[src/rtl/freq_meter.sv]
// Gated frequency meter: counts synchronised rising edges of sig_in over GATE_MS ce1ms ticks
// and publishes the count with a one-cycle valid strobe; windows run back-to-back.
module freq_meter #(
  parameter int unsigned GATE_MS = 1000,
  parameter int unsigned CNT_W   = 24
) (
  input  logic             clk,
  input  logic             rst,
  input  logic             ce1ms,
  input  logic             sig_in,
  output logic [CNT_W-1:0] freq,
  output logic             valid,
  output logic             ovf
);

  localparam int unsigned    MS_W    = (GATE_MS > 1) ? $clog2(GATE_MS) : 1;
  localparam logic [MS_W-1:0] MS_LOAD = MS_W'(GATE_MS - 1);

  typedef enum logic {StAlign, StGate} state_e;

  state_e            state_q, state_d;
  logic              s1_q, s2_q, s3_q;
  logic              rise;
  logic [MS_W-1:0]   ms_cnt_q, ms_cnt_d;
  logic [CNT_W-1:0]  edge_cnt_q, edge_cnt_d;
  logic [CNT_W-1:0]  edge_inc;
  logic              win_ovf_q, win_ovf_d;
  logic              at_max, ovf_inc;
  logic [CNT_W-1:0]  freq_q, freq_d;
  logic              valid_q, valid_d;
  logic              ovf_q, ovf_d;

  assign rise     = s2_q & ~s3_q;
  assign at_max   = &edge_cnt_q;
  // Saturating increment: the counter holds at all-ones and flags the window instead.
  assign edge_inc = at_max ? edge_cnt_q : edge_cnt_q + 1'b1;
  assign ovf_inc  = win_ovf_q | at_max;

  always_ff @(posedge clk) begin
    if (rst) begin
      s1_q       <= 1'b0;
      s2_q       <= 1'b0;
      s3_q       <= 1'b0;
      state_q    <= StAlign;
      ms_cnt_q   <= '0;
      edge_cnt_q <= '0;
      win_ovf_q  <= 1'b0;
      freq_q     <= '0;
      valid_q    <= 1'b0;
      ovf_q      <= 1'b0;
    end else begin
      s1_q       <= sig_in;
      s2_q       <= s1_q;
      s3_q       <= s2_q;
      state_q    <= state_d;
      ms_cnt_q   <= ms_cnt_d;
      edge_cnt_q <= edge_cnt_d;
      win_ovf_q  <= win_ovf_d;
      freq_q     <= freq_d;
      valid_q    <= valid_d;
      ovf_q      <= ovf_d;
    end
  end

  always_comb begin
    state_d    = state_q;
    ms_cnt_d   = ms_cnt_q;
    edge_cnt_d = edge_cnt_q;
    win_ovf_d  = win_ovf_q;
    freq_d     = freq_q;
    ovf_d      = ovf_q;
    valid_d    = 1'b0;

    unique case (state_q)
      StAlign: begin
        // Edges are ignored until the first tick so every window spans whole ms periods.
        if (ce1ms) begin
          state_d    = StGate;
          ms_cnt_d   = MS_LOAD;
          edge_cnt_d = '0;
          win_ovf_d  = 1'b0;
        end
      end
      StGate: begin
        if (ce1ms && (ms_cnt_q == '0)) begin
          // A rise on the closing cycle belongs to the window being closed.
          freq_d     = rise ? edge_inc : edge_cnt_q;
          ovf_d      = rise ? ovf_inc : win_ovf_q;
          valid_d    = 1'b1;
          ms_cnt_d   = MS_LOAD;
          edge_cnt_d = '0;
          win_ovf_d  = 1'b0;
        end else begin
          if (rise) begin
            edge_cnt_d = edge_inc;
            win_ovf_d  = ovf_inc;
          end
          if (ce1ms) begin
            ms_cnt_d = ms_cnt_q - 1'b1;
          end
        end
      end
    endcase
  end

  assign freq  = freq_q;
  assign valid = valid_q;
  assign ovf   = ovf_q;

endmodule
[config.mk]
export PLATFORM = sky130hd
export DESIGN_NAME = freq_meter
export DESIGN_NICKNAME = d
export VERILOG_FILES = /design/src/rtl/freq_meter.sv
export SDC_FILE = /design/constraint.sdc
export NUM_CORES = 1
export LEC_CHECK = 0
export ABC_AREA = 1
export BUFFER_PORTS_ARGS = -buffer_cell sky130_fd_sc_hd__buf_2
export CAP_MARGIN = 30
export CELL_PAD_IN_SITES_DETAIL_PLACEMENT = 1
export CELL_PAD_IN_SITES_GLOBAL_PLACEMENT = 1
export CORE_MARGIN = 3
export CORE_UTILIZATION = 46
export CTS_CLUSTER_DIAMETER = 50
export DETAILED_ROUTE_END_ITERATION = 7
export PLACE_DENSITY_LB_ADDON = 0.1
export SLEW_MARGIN = 40
export SYNTH_ARGS = -nofsm -noshare
export SYNTH_HDL_FRONTEND = slang
export SYNTH_SLANG_ARGS = --single-unit
[constraint.sdc]
create_clock -name clk -period 3.63 [get_ports clk]
set_input_delay 0.363 -clock clk [delete_from_list [all_inputs] [get_ports clk]]
set_output_delay 0.363 -clock clk [all_outputs]
set_load 0.05 [all_outputs]
# ---- Yosys cells after proc, flatten, opt, wreduce, memory -nomap -nowiden
# Index checks and enable logic that the tools add are counted.
dict set report op_classes {
  muxes 16
  n_bitwise 4
  n_eq_ne 2
  reduce_logical 6
  add_sub_neg 2
}
# op count
set ops {}
lappend ops {{24-bit 2-to-1 mux} 4}
lappend ops {{24-bit case mux with 2 select lines} 1}
lappend ops {{10-bit 2-to-1 mux} 3}
lappend ops {{24-bit by 1-bit adder with 24-bit output, second input constant} 1}
lappend ops {{24-bit AND reduction} 1}
lappend ops {{10-bit case mux with 2 select lines} 1}
lappend ops {{10-bit logical NOT} 1}
lappend ops {{10-bit by 1-bit subtractor with 10-bit output, second input constant} 1}
lappend ops {{1-bit 2-to-1 mux} 6}
lappend ops {{2-bit AND reduction} 2}
lappend ops {{3-bit by 2-bit != test with 1-bit output, second input constant} 1}
lappend ops {{2-bit != test, second input constant} 1}
lappend ops {{1-bit NOT} 2}
lappend ops {{1-bit case mux with 2 select lines} 1}
lappend ops {{2-bit OR reduction} 1}
lappend ops {{1-bit AND} 1}
lappend ops {{1-bit logical AND} 1}
lappend ops {{1-bit bitwise OR} 1}
dict set report word_totals {
  ff_bits 65
  word_cells 40
}

# ---- Longest topological paths before layout
# Gate-level depths: netlist of the first run.
dict set report logic_depth {
  ltp_word 5
  mapped_depth 12
  mapped_depth_nobuf 12
}

# ---- Least setup slack after synthesis of the first run
# Ideal clock, no wire load.
dict set report synth_path {
  kind {reg-to-reg}
  from {reg edge_cnt_q[0]}
  to {reg edge_cnt_q[10]}
  t_required_ps 3490
  t_arrival_ps 1506
  setup_time_ps 140
  setup_slack_ps 1984
  stages_incl_launch_ff 12
  synth_period_minus_slack_ps 1646
  path_cell_list {dfxtp_1 > ha_1 > nand2_1 > nor2_1 > nand2_2 > nor2_2 > nand3_4 > buf_6 > nand2_1 > nand2_1 > nand3_1 > a21oi_1}
}
dict set report synth_between {
  elab_chain_cells 5
  elab_cells_between_ends 6
}
# item line
set synth_lines {}
lappend synth_lines {{start, declared} 25} ;# logic [CNT_W-1:0] edge_cnt_q, edge_cnt_d;
lappend synth_lines {{start signal, assigned} 57} ;# edge_cnt_q <= edge_cnt_d;
lappend synth_lines {{24-bit by 1-bit adder with 24-bit output or 24-bit AND reduction (tied branches)} {36, 34}}
lappend synth_lines {{24-bit 2-to-1 mux (*)} 36} ;# assign edge_inc = at_max ? edge_cnt_q : edge_cnt_q + 1'b1;
lappend synth_lines {{24-bit 2-to-1 mux (*)} 94} ;# if (rise) begin
lappend synth_lines {{24-bit 2-to-1 mux (*)} 85} ;# if (ce1ms && (ms_cnt_q == '0)) begin
lappend synth_lines {{24-bit case mux with 2 select lines (*)} 74} ;# unique case (state_q)
# Mark *: on every way between the ends. The rest lies on a longest branch, timed or not.
# A chain may end at the register's enable or synchronous reset.

# ---- Final worst setup path of the first run
dict set report layout_path {
  from {reg ms_cnt_q[0]}
  to {reg freq_q[6] (netlist: freq[6])}
}
dict set report layout_between {
  elab_chain_cells 3
}
# item line
set layout_lines {}
lappend layout_lines {{start, declared} 24} ;# logic [MS_W-1:0] ms_cnt_q, ms_cnt_d;
lappend layout_lines {{start signal, assigned} 56} ;# ms_cnt_q <= ms_cnt_d;
lappend layout_lines {{10-bit logical NOT} 85}
lappend layout_lines {{1-bit logical AND} 85}
lappend layout_lines {{2-bit AND reduction (no source line)} -}
lappend layout_lines {{end signal, assigned} 59} ;# freq_q <= freq_d;
lappend layout_lines {{end, declared} 29} ;# logic [CNT_W-1:0] freq_q, freq_d;
# Every way passes these cells.

==> metrics.yaml, run 1 <==
path_class: "flip-flop to flip-flop"
via_per_inst: 5.176
syn_inst: 517
clkTransAtPathRegs_ns: 0.07
r2r_end: "freq[6]$_SDFFE_PP0P_"
layout_commonest_cell: "nand2_1"
antenna_found_initial: 0
cts_resized: 0
rr_worst_depth: 9
syn2layout_area_growth_pct: 9.346
grt_pass1_wl_mm: 15.50
crit_fanout: 32
outcome: "finished, final reports clean"
ant_nets: 0
drv_slew: 0
fin_nets: 546
finalWirelength_mm: 9.292
ios: 30
synth.distinct_cells: 36
initial_core_util_pct: 48.03
vias: 3323
finClkSkew_ns: 0.007999
clkLatencyLatePin_ns: 0.35
place_area_mm2: 0.003687
cts.sinks: 65
r2r_start: "ms_cnt_q[0]$_SDFFE_PP0P_"
hold_class: "input port to flip-flop"
netlist_area_mm2: 0.003521
slew_headroom_pct: 53.31
tns_ns: 0
tritoncts: "built"
avgSynthCellArea_um2: 6.810
n_antenna_cell: 0
worstMarginPinSlew_ns: 0.6987
ir_drop_mv: 0.1825
fin_crit_sh_pct: 55.81
seq_area_frac_synth_pct: 36.96
portBuffers: 29
final_util_pct: 52.52
cp-end-kind: "flip-flop"
holdCritStartpoint: "sig_in"
die_w_um: 93.49
grt_max_degree: 37
row_count: 31
dpl.hpwl_mm: 6.717
power_density_mw_per_mm2: 367.0
start_kind: "flip-flop"
drc: 0
wl_per_cell_um: 14.47
numCtsBuffers: 9
cts-hold-fix-buffers: 0
track_usage_pct: 22.56
final_cell_mix: "nand2_1 (155), dfxtp_1 (65), inv_1 (59)"
dr.pass1.iters: 4
setup_violations: 0
holdPathEnd: "s1_q$_SDFF_PP0_"
rrSetupSlack_ns: 1.60
yosys_warnings: 0
fillers: 996
worstPathRequired_ns: 3.93
p_leak_nw: 1.659
ys_seq_elements: 65
cts_setup_buffers: 0
synth_nets: 524
clockBufferDepth: 2
cts.htree.levels: 3
grt_pass1_vias: 3349
rsz0062_at_grt: "false"
register_area_mm2: 0.001301
holdPathStages: 3
min_period_ns: 2.026
max_freq_ghz: 0.4936
multi_input_area_mm2: 0.001858
arrival_ns: 2.32
timing_hold_violations_final: 0
maxCapViolCount: 0
gr-total-overflow: 0
die_h_um: 93.49
cts-root-buf: "clkbuf_8"
die_area_mm2: 0.008739
gp_congestion: 0.8530
drive_above_1_share_pct: 15.29
final_cell_area_mm2: 0.003850
drtIter0Drc: 114
core_area_mm2: 0.007331
## worst max path at each step
stage                               startpoint  slack, ns                           to
floorplan           edge_cnt_q[0]$_SDFFE_PP0P_       1.98  edge_cnt_q[10]$_SDFFE_PP0P_
global placement                         ce1ms       1.59         freq[2]$_SDFFE_PP0P_
detailed placement                       ce1ms       1.43         freq[6]$_SDFFE_PP0P_
CTS                   ms_cnt_q[0]$_SDFFE_PP0P_       1.53         freq[6]$_SDFFE_PP0P_
global route          ms_cnt_q[4]$_SDFFE_PP0P_       1.34        freq[21]$_SDFFE_PP0P_
finish                ms_cnt_q[0]$_SDFFE_PP0P_       1.60         freq[6]$_SDFFE_PP0P_
## metal layers
layer	global-route usage (%)	up-vias	share of wire (%)
met2	36.75	39	48
met5	0	-	0
li1	-	1693	-
met3	3.942	13	3.0
met4	9.646	0	1.9
met1	29.20	1578	47
## cells in the mapped netlist, drive strengths merged
| cell type | count | area, µm² |
|---|---|---|
| dfxtp | 65 | 1301 |
| inv | 64 | 240.2 |
| xnor2 | 2 | 17.52 |
| clkinv | 1 | 3.750 |
| a211oi | 1 | 7.510 |
| nand4 | 5 | 31.28 |
| a31oi | 3 | 18.77 |
| xor2 | 3 | 26.28 |
| o21ai | 23 | 115.1 |
| ha | 3 | 37.54 |
| nand3b | 6 | 45.04 |
| nand3 | 44 | 267.8 |
| nor3 | 7 | 35.03 |
| o21a | 9 | 67.56 |
| a21oi | 35 | 201.4 |
| buf | 11 | 83.82 |
| nand2 | 161 | 624.3 |
| o211ai | 5 | 37.54 |
| clkbuf | 9 | 33.78 |
| o211a | 1 | 10.01 |
| o21bai | 6 | 45.04 |
| nor2 | 50 | 250.2 |
| or2 | 2 | 12.51 |
| a21o | 1 | 7.510 |
## sequential cells by signal, summed over array words and instances, names as in the netlist
signal	flops
s3_q	1
valid	1
state_q	1
ms_cnt_q	10
ovf	1
freq	24
s2_q	1
edge_cnt_q	24
win_ovf_q	1
s1_q	1
## kinds of logic (layout without fill, tap and decap cells)
group / count (synthesis) / count (layout) / share of synthesized area (%)
AOI/OAI and AO/OA: 84 / 84 / 14.50
and+or+nand+nor: 275 / 275 / 35.96
adders and majority gates: 3 / 3 / 1.066
DFF: 65 / 65 / 36.96
buffers and inverters: 85 / 111 / 10.27
xor gates and xnor gates: 5 / 5 / 1.244
## cell type report
class	count	area share (%)
Multi-Input combinational cell	367	48.26
Sequential cell	65	33.80
Inverter	65	6.337
Timing Repair Buffer	31	4.160
Clock buffer	12	3.770
Tap cell	99	3.217
Clock inverter	3	0.4550
## through the flow
step | total power [mW] | worst slack, ns | hold slack, ns | std cells
after floorplan | 0.8557 | 1.984 | 0.3883 | 517
after global placement | 0.8840 | 1.593 | 0.3890 | 627
after CTS | 1.429 | 1.526 | 0.2235 | 642
final | 1.413 | 1.604 | 0.2344 | 642
after global routing | 1.483 | 1.341 | 0.2210 | 642
after detailed placement | 0.8876 | 1.434 | 0.3993 | 627
## worst max-delay path, cell delays in order, from the launching register on
cell	delay, ns
dfxtp_1	0.32
inv_1	0.12
ha_1	0.18
nand3_1	0.13
nor2_4	0.18
nand2_2	0.20
inv_2	0.44
o21ai_0	0.15
o21bai_1	0.19
inv_1	0.05
## where the power goes
part           leakage (nW)  internal [mW]  total [mW]  switching, mW
clock                0.0822          0.261       0.542          0.282
combinational          1.05         0.0342       0.126         0.0913
sequential            0.527          0.731       0.745         0.0141
Power figures use the tool's default switching activity.
==> run 2, diff against run 1 <==
--- a/config.mk
+++ b/config.mk
@@ -11,7 +11,7 @@
 export CELL_PAD_IN_SITES_DETAIL_PLACEMENT = 1
 export CELL_PAD_IN_SITES_GLOBAL_PLACEMENT = 1
 export CORE_MARGIN = 3
-export CORE_UTILIZATION = 46
+export CORE_UTILIZATION = 39
 export CTS_CLUSTER_DIAMETER = 50
 export DETAILED_ROUTE_END_ITERATION = 7
 export PLACE_DENSITY_LB_ADDON = 0.1
==> constraint.sdc (replaced) <==
create_clock -name clk -period 1.7 [get_ports clk]
set_input_delay 0.17 -clock clk [delete_from_list [all_inputs] [get_ports clk]]
set_output_delay 0.17 -clock clk [all_outputs]
set_load 0.05 [all_outputs]
==> metrics.yaml, run 2 (same netlist as run 1, synthesis figures left out) <==
drv_slew: 0  # unchanged
p_leak_nw: 2.016  # was 1.659 nW
antenna_found_initial: 0  # unchanged
timing_hold_violations_final: 0  # unchanged
fillers: 1130  # was 996
setup_slack_ns: -0.02204  # was 1.604 ns
cp-end-kind: "flip-flop"  # unchanged
drive_above_1_share_pct: 30.45  # was 15.29%
die_w_um: 101.0  # was 93.49 µm
start_kind: "flip-flop"  # unchanged
min_period_ns: 1.722  # was 2.026 ns
arrival_ns: 1.98  # was 2.32 ns
grt_pass1_vias: 3758  # was 3349
gr-total-overflow: 0  # unchanged
hold_class: "input port to flip-flop"  # unchanged
dpl.hpwl_mm: 7.547  # was 6.717 mm
vias: 3657  # was 3323
setup_violations: 9  # was 0
numCtsBuffers: 9  # unchanged
dr.pass1.iters: 4  # unchanged
cts.sinks: 65  # unchanged
row_count: 34  # was 31
via_per_inst: 5.158  # was 5.176
slew_headroom_pct: 65.34  # was 53.31%
path_class: "flip-flop to flip-flop"  # unchanged
rsz0062_at_grt: "true"  # was false
rrSetupSlack_ns: -0.02  # was 1.60 ns
holdPathStages: 3  # unchanged
track_usage_pct: 22.13  # was 22.56%
max_freq_ghz: 0.5807  # was 0.4936 GHz
drc: 0  # unchanged
final_cell_mix: "nand2_1 (147), inv_1 (59), buf_4 (54)"  # was nand2_1 (155), dfxtp_1 (65), inv_1 (59)
final_util_pct: 52.08  # was 52.52%
finalWirelength_mm: 11.27  # was 9.292 mm
die_h_um: 101.0  # was 93.49 µm
die_area_mm2: 0.01020  # was 0.008739 mm²
crit_fanout: 8  # was 32
r2r_start: "edge_cnt_q[1]$_SDFFE_PP0P_"  # was ms_cnt_q[0]$_SDFFE_PP0P_
n_antenna_cell: 0  # unchanged
syn2layout_area_growth_pct: 29.64  # was 9.346%
violations: "setup timing"
gp_congestion: 0.8527  # was 0.8530
finClkSkew_ns: 0.008955  # was 0.007999 ns
ir_drop_mv: 0.3944  # was 0.1825 mV
cts-hold-fix-buffers: 0  # unchanged
grt_pass1_wl_mm: 17.73  # was 15.50 mm
wl_per_cell_um: 15.89  # was 14.47 µm
power.total_mw: 3.282  # was 1.413 mW
drtIter0Drc: 111  # was 114
grt_max_degree: 37  # unchanged
clockBufferDepth: 2  # unchanged
ant_nets: 0  # unchanged
portBuffers: 29  # unchanged
r2r_end: "freq[19]$_SDFFE_PP0P_"  # was freq[6]$_SDFFE_PP0P_
crit_start: "edge_cnt_q[1]$_SDFFE_PP0P_"  # was ms_cnt_q[0]$_SDFFE_PP0P_
layout_commonest_cell: "nand2_1"  # unchanged
worstMarginPinSlew_ns: 0.5199  # was 0.6987 ns
rr_worst_depth: 11  # was 9
cts.htree.levels: 3  # unchanged
core_area_mm2: 0.008763  # was 0.007331 mm²
cts-root-buf: "clkbuf_8"  # unchanged
power_density_mw_per_mm2: 719.0  # was 367.0 mW/mm²
clkLatencyLatePin_ns: 0.36  # was 0.35 ns
ios: 30  # unchanged
worstPathRequired_ns: 1.95  # was 3.93 ns
fin_crit_sh_pct: 101.3  # was 55.81%
maxCapViolCount: 0  # unchanged
fin_nets: 604  # was 546
clkTransAtPathRegs_ns: 0.07  # about the same
outcome: "finished, violations left"  # was finished, final reports clean
tritoncts: "built"  # unchanged
initial_core_util_pct: 40.18  # was 48.03%
worstSetupEndpoint: "freq[19]$_SDFFE_PP0P_"  # was freq[6]$_SDFFE_PP0P_
## run 2: cell types whose count changed in the layout (fill, tap and decap cells not counted), moves of 4 or more
cell / delta
nand2_1: -8
dfxtp_2: +12
nand2_2: +6
nor2_1: -10
dfxtp_1: -13
buf_4: +52
nor2_2: +6
nor2_4: +4
## run 2: worst min-delay path by stage
stage / from / endpoint
3_3_place_gp: sig_in / s1_q$_SDFF_PP0_
4_1_cts: sig_in / s1_q$_SDFF_PP0_
3_5_place_dp: sig_in / s1_q$_SDFF_PP0_
2_1_floorplan: sig_in / s1_q$_SDFF_PP0_
6_report: sig_in / s1_q$_SDFF_PP0_
5_1_grt: sig_in / s1_q$_SDFF_PP0_
## run 2: routing by layer
layer | GRT usage (%) | up-vias | wire [µm]
met2 | 36.76 | 53 | 5439
met1 | 27.75 | 1766 | 5203
met4 | 9.714 | 0 | 281
met5 | 0 | - | 0
li1 | - | 1819 | -
met3 | 4.291 | 19 | 344
## run 2: report_power, final
| group | leakage, nW | total (mW) | switching [mW] | internal [mW] |
|---|---|---|---|---|
| sequential | 0.534 | 1.59 | 0.0321 | 1.56 |
| combinational | 1.39 | 0.299 | 0.207 | 0.0919 |
| clock | 0.0957 | 1.39 | 0.640 | 0.752 |
## run 2: critical path, cell delays in order (launching register included)
cell and delay (ns):
dfxtp_2 0.37, ha_4 0.15, nand2_4 0.05, nor2_4 0.13
nand2_4 0.07, nor2_4 0.18, nand2_8 0.10, buf_6 0.15
nand4_1 0.08, nand2_2 0.10, o21bai_1 0.16, inv_1 0.07
## run 2: area by class of cell
cell class | instances | area, µm² | share of cell area [%]
sequential | 65 | 1320 | 28.92
clock buffer | 13 | 158.9 | 3.481
clock inverter | 2 | 37.54 | 0.8224
inverter | 65 | 244.0 | 5.345
multi-input combinational | 369 | 2047 | 44.85
timing repair buffer | 87 | 621.8 | 13.62
tap | 108 | 135.1 | 2.961
## run 2: metrics by stage
step | hold slack [ns] | TNS [ns] | cells | area, µm² | setup WS [ns]
after floorplan | 0.2770 | 0 | 517 | 3521 | 0.05430
after global placement | 0.3737 | -0.04310 | 684 | 4084 | -0.04310
after detailed placement | 0.3885 | -0.4649 | 684 | 4084 | -0.1073
after CTS | 0.01725 | 0 | 702 | 4350 | 0.009843
after global routing | 0.02483 | -3.222 | 709 | 4564 | -0.1555
final | 0.01671 | -0.09212 | 709 | 4564 | -0.02204
## run 2: repair_timing
item / CTS / global route
pin swaps: 4 / 17
resized for setup: 10 / 48
gates cloned: 1 / 1
setup buffers: 2 / 6
endpoints found under the setup margin: 22 / 53
==> run 3, diff against run 2 <==
--- a/config.mk
+++ b/config.mk
@@ -5,13 +5,13 @@
 export SDC_FILE = /design/constraint.sdc
 export NUM_CORES = 1
 export LEC_CHECK = 0
-export ABC_AREA = 1
+export ABC_AREA = 0
 export BUFFER_PORTS_ARGS = -buffer_cell sky130_fd_sc_hd__buf_2
 export CAP_MARGIN = 30
 export CELL_PAD_IN_SITES_DETAIL_PLACEMENT = 1
 export CELL_PAD_IN_SITES_GLOBAL_PLACEMENT = 1
 export CORE_MARGIN = 3
-export CORE_UTILIZATION = 39
+export CORE_UTILIZATION = 40
 export CTS_CLUSTER_DIAMETER = 50
 export DETAILED_ROUTE_END_ITERATION = 7
 export PLACE_DENSITY_LB_ADDON = 0.1
==> metrics.yaml, run 3 <==
gr-total-overflow: 0  # unchanged
setup_violations: 61  # was 9
drv_slew: 0  # unchanged
slew_headroom_pct: 39.16  # was 65.34%
violations: "setup timing"  # unchanged
cts.htree.levels: 3  # unchanged
outcome: "finished, violations left"  # unchanged
layout_commonest_cell: "buf_4"  # was nand2_1
timing_hold_violations_final: 0  # unchanged
power_density_mw_per_mm2: 664.2  # was 719.0 mW/mm²
crit_fanout: 4  # was 8
syn2layout_area_growth_pct: 66.17  # was 29.64%
avgSynthCellArea_um2: 8.499  # was 6.810 µm²
cp-end-kind: "flip-flop"  # unchanged
yosys.area.top_type: "dfxtp_1"  # unchanged
initial_core_util_pct: 42.46  # was 40.18%
die_w_um: 94.91  # was 101.0 µm
die_h_um: 94.91  # was 101.0 µm
synth-main-ff-cell: "dfxtp_1"  # unchanged
n_antenna_cell: 0  # unchanged
portBuffers: 29  # unchanged
grt_use_met2_pct: 51.20  # was 36.76%
fin_crit_sh_pct: 134.7  # was 101.3%
track_usage_pct: 30.01  # was 22.13%
cp_num_buf_inv: 3  # was 2
final_cell_mix: "buf_4 (89), dfxtp_1 (49), buf_2 (29)"  # was nand2_1 (147), inv_1 (59), buf_4 (54)
async_flop_share_pct: 0  # unchanged
pre_cts_ws_ns: -0.3755  # was -0.1073 ns
cp_slowest_cell: "nor4_1"  # was dfxtp_2
grt_pass1_vias: 3745  # was 3758
final_cell_area_mm2: 0.005254  # was 0.004564 mm²
cts.sinks: 65  # unchanged
ir_drop_mv: 0.6319  # was 0.3944 mV
synth_edf_count: 0  # unchanged
grt_util_met1_pct: 35.85  # was 27.75%
clkLatencyLatePin_ns: 0.37  # was 0.36 ns
tritoncts: "built"  # unchanged
die_area_mm2: 0.009007  # was 0.01020 mm²
clkTransAtPathRegs_ns: 0.09  # was 0.07 ns
worstMarginPinSlew_ns: 0.9126  # was 0.5199 ns
tns_ns: -22.97  # was -0.09212 ns
synth.distinct_cells: 51  # was 36
wl_per_cell_um: 28.47  # was 15.89 µm
power.total_mw: 3.490  # was 3.282 mW
start_kind: "flip-flop"  # unchanged
ys_seq_elements: 65  # unchanged
finClkSkew_ns: 0.01735  # was 0.008955 ns
ant_nets: 0  # unchanged
vias: 3888  # was 3657
drc: 0  # unchanged
core_area_mm2: 0.007447  # was 0.008763 mm²
seq_area_frac_synth_pct: 41.16  # was 36.96%
min_period_ns: 2.291  # was 1.722 ns
numCtsBuffers: 9  # unchanged
path_class: "flip-flop to flip-flop"  # unchanged
worstPathRequired_ns: 1.99  # was 1.95 ns
yosys-top-cells-area: "dfxtp_1 (41%), a211oi_1 (6.2%), nor2_1 (5.6%)"  # was dfxtp_1 (37%), nand2_1 (17%), inv_1 (6.4%)
crit_path_frequent_cell: "buf_4"
finalWirelength_mm: 17.45  # was 11.27 mm
grt_max_degree: 25  # was 37
row_count: 31  # was 34
drtIter0Drc: 266  # was 111
maxCapViolCount: 0  # unchanged
yosys_warnings: 0  # unchanged
synth.most_common_cell: "dfxtp_1"  # was nand2_1
setup_slack_ns: -0.5906  # was -0.02204 ns
synth_top_cells_by_count: "dfxtp_1 (65), nor2_1 (47), nand2_1 (28)"  # was nand2_1 (155), dfxtp_1 (65), inv_1 (60)
hold_class: "input port to flip-flop"  # unchanged
fin_hold_ws_ns: 0.03296  # was 0.01671 ns
clockBufferDepth: 2  # unchanged
drive_above_1_share_pct: 57.78  # was 30.45%
cp_top_family: "simple AND/OR/NAND/NOR gates"  # unchanged
arrival_ns: 2.58  # was 1.98 ns
yosysTopAreaCellShare_pct: 41.16  # was 36.96%
max_freq_ghz: 0.4366  # was 0.5807 GHz
max_stage_delay_ns: 0.45  # was 0.37 ns
cts-root-buf: "clkbuf_8"  # unchanged
cts-hold-fix-buffers: 0  # unchanged
antenna_found_initial: 0  # unchanged
place_area_mm2: 0.004068  # was 0.004084 mm²
dpl.hpwl_mm: 7.203  # was 7.547 mm
via_per_inst: 6.343  # was 5.158
crit_chain: "nand4_1 -> buf_4 -> buf_4 -> nor4_1 -> buf_4 -> nor2_1 -> xnor2_1 -> a211oi_2"  # was ha_4 -> nand2_4 -> nor2_4 -> nand2_4 -> nor2_4 -> nand2_8 -> buf_6 -> nand4_1 -> nand2_2 -> o21bai_1 -> inv_1
grtUsageMet3_pct: 4.861  # was 4.291%
ios: 30  # unchanged
syn_inst: 372  # was 517
dr.pass1.iters: 5  # was 4
grt_pass1_wl_mm: 20.37  # was 17.73 mm
gp_congestion: 0.8098  # was 0.8527
busiest_layer: "met2"  # unchanged
fin_nets: 517  # was 604
synth_nets: 379  # was 524
netlist_area_mm2: 0.003162  # was 0.003521 mm²
p_leak_nw: 2.029  # was 2.016 nW
rsz0062_at_grt: "true"  # unchanged
-- run 3: changes by cell type after synthesis, sizes merged, moves of 8 or more --
cell,delta
nand3,-32
xnor2,+18
nor4,+8
o21a,-8
nand2,-133
a21oi,-14
a211oi,+26
inv,-56
a31oi,+9
-- run 3: final cells by class --
type / count / area (µm²)
multi-input combinational: 273 / 2297
tap: 99 / 123.9
inverter: 8 / 30.03
sequential: 65 / 1321
fill: 785 / 2193
clock inverter: 3 / 17.52
clock buffer: 12 / 145.1
timing repair buffer: 153 / 1319
-- run 3: timing repair --
item	in CTS	in global routing
pin swaps	39	46
buffers inserted	13	16
endpoints found under the hold margin	0	0
setup endpoints to repair	60	61
resized for setup	86	105
cloned	5	2
-- run 3: final timing paths --
check / startpoint / end / slack (ns) / cells past startpoint
max: edge_cnt_q[17]$_SDFFE_PP0P_ / freq[5]$_SDFFE_PP0P_ / -0.59 / 8
min: sig_in / s1_q$_SDFF_PP0_ / 0.03 / 2
max reg2reg: edge_cnt_q[17]$_SDFFE_PP0P_ / freq[5]$_SDFFE_PP0P_ / -0.59 / 8
min reg2reg: s1_q$_SDFF_PP0_ / s2_q$_SDFF_PP0_ / 0.46 / 1
-- run 3: power by group --
group          switching [mW]  internal (mW)  total [mW]  leakage [nW]
Clock                   0.682          0.558        1.24        0.0822
Combinational           0.369          0.279       0.648          1.41
Sequential             0.0406           1.56        1.60         0.535
-- run 3: kinds of logic after synthesis --
kind of cell,after synthesis,synth area share (%)
xor gates and xnor gates,28,7.756
buffers and inverters,34,5.183
and+or+nand+nor,143,23.31
adders and majority gates,3,1.187
AOI/OAI and AO/OA,98,21.09
muxes,1,0.3166
DFF,65,41.16
-- run 3: stage by stage --
stage | cells | util, %
2_1_floorplan | 372 | -
3_3_place_gp | 564 | 54.62
3_5_place_dp | 564 | 54.62
4_1_cts | 597 | 63.04
5_1_grt | 613 | 70.55
6_report | 613 | 70.55
-- run 3: layer usage --
layer | wire length [µm] | part of all wire (%)
met1 | 6505 | 37
met2 | 8692 | 50
met3 | 1261 | 7.2
met5 | 0 | 0
met4 | 994 | 5.7
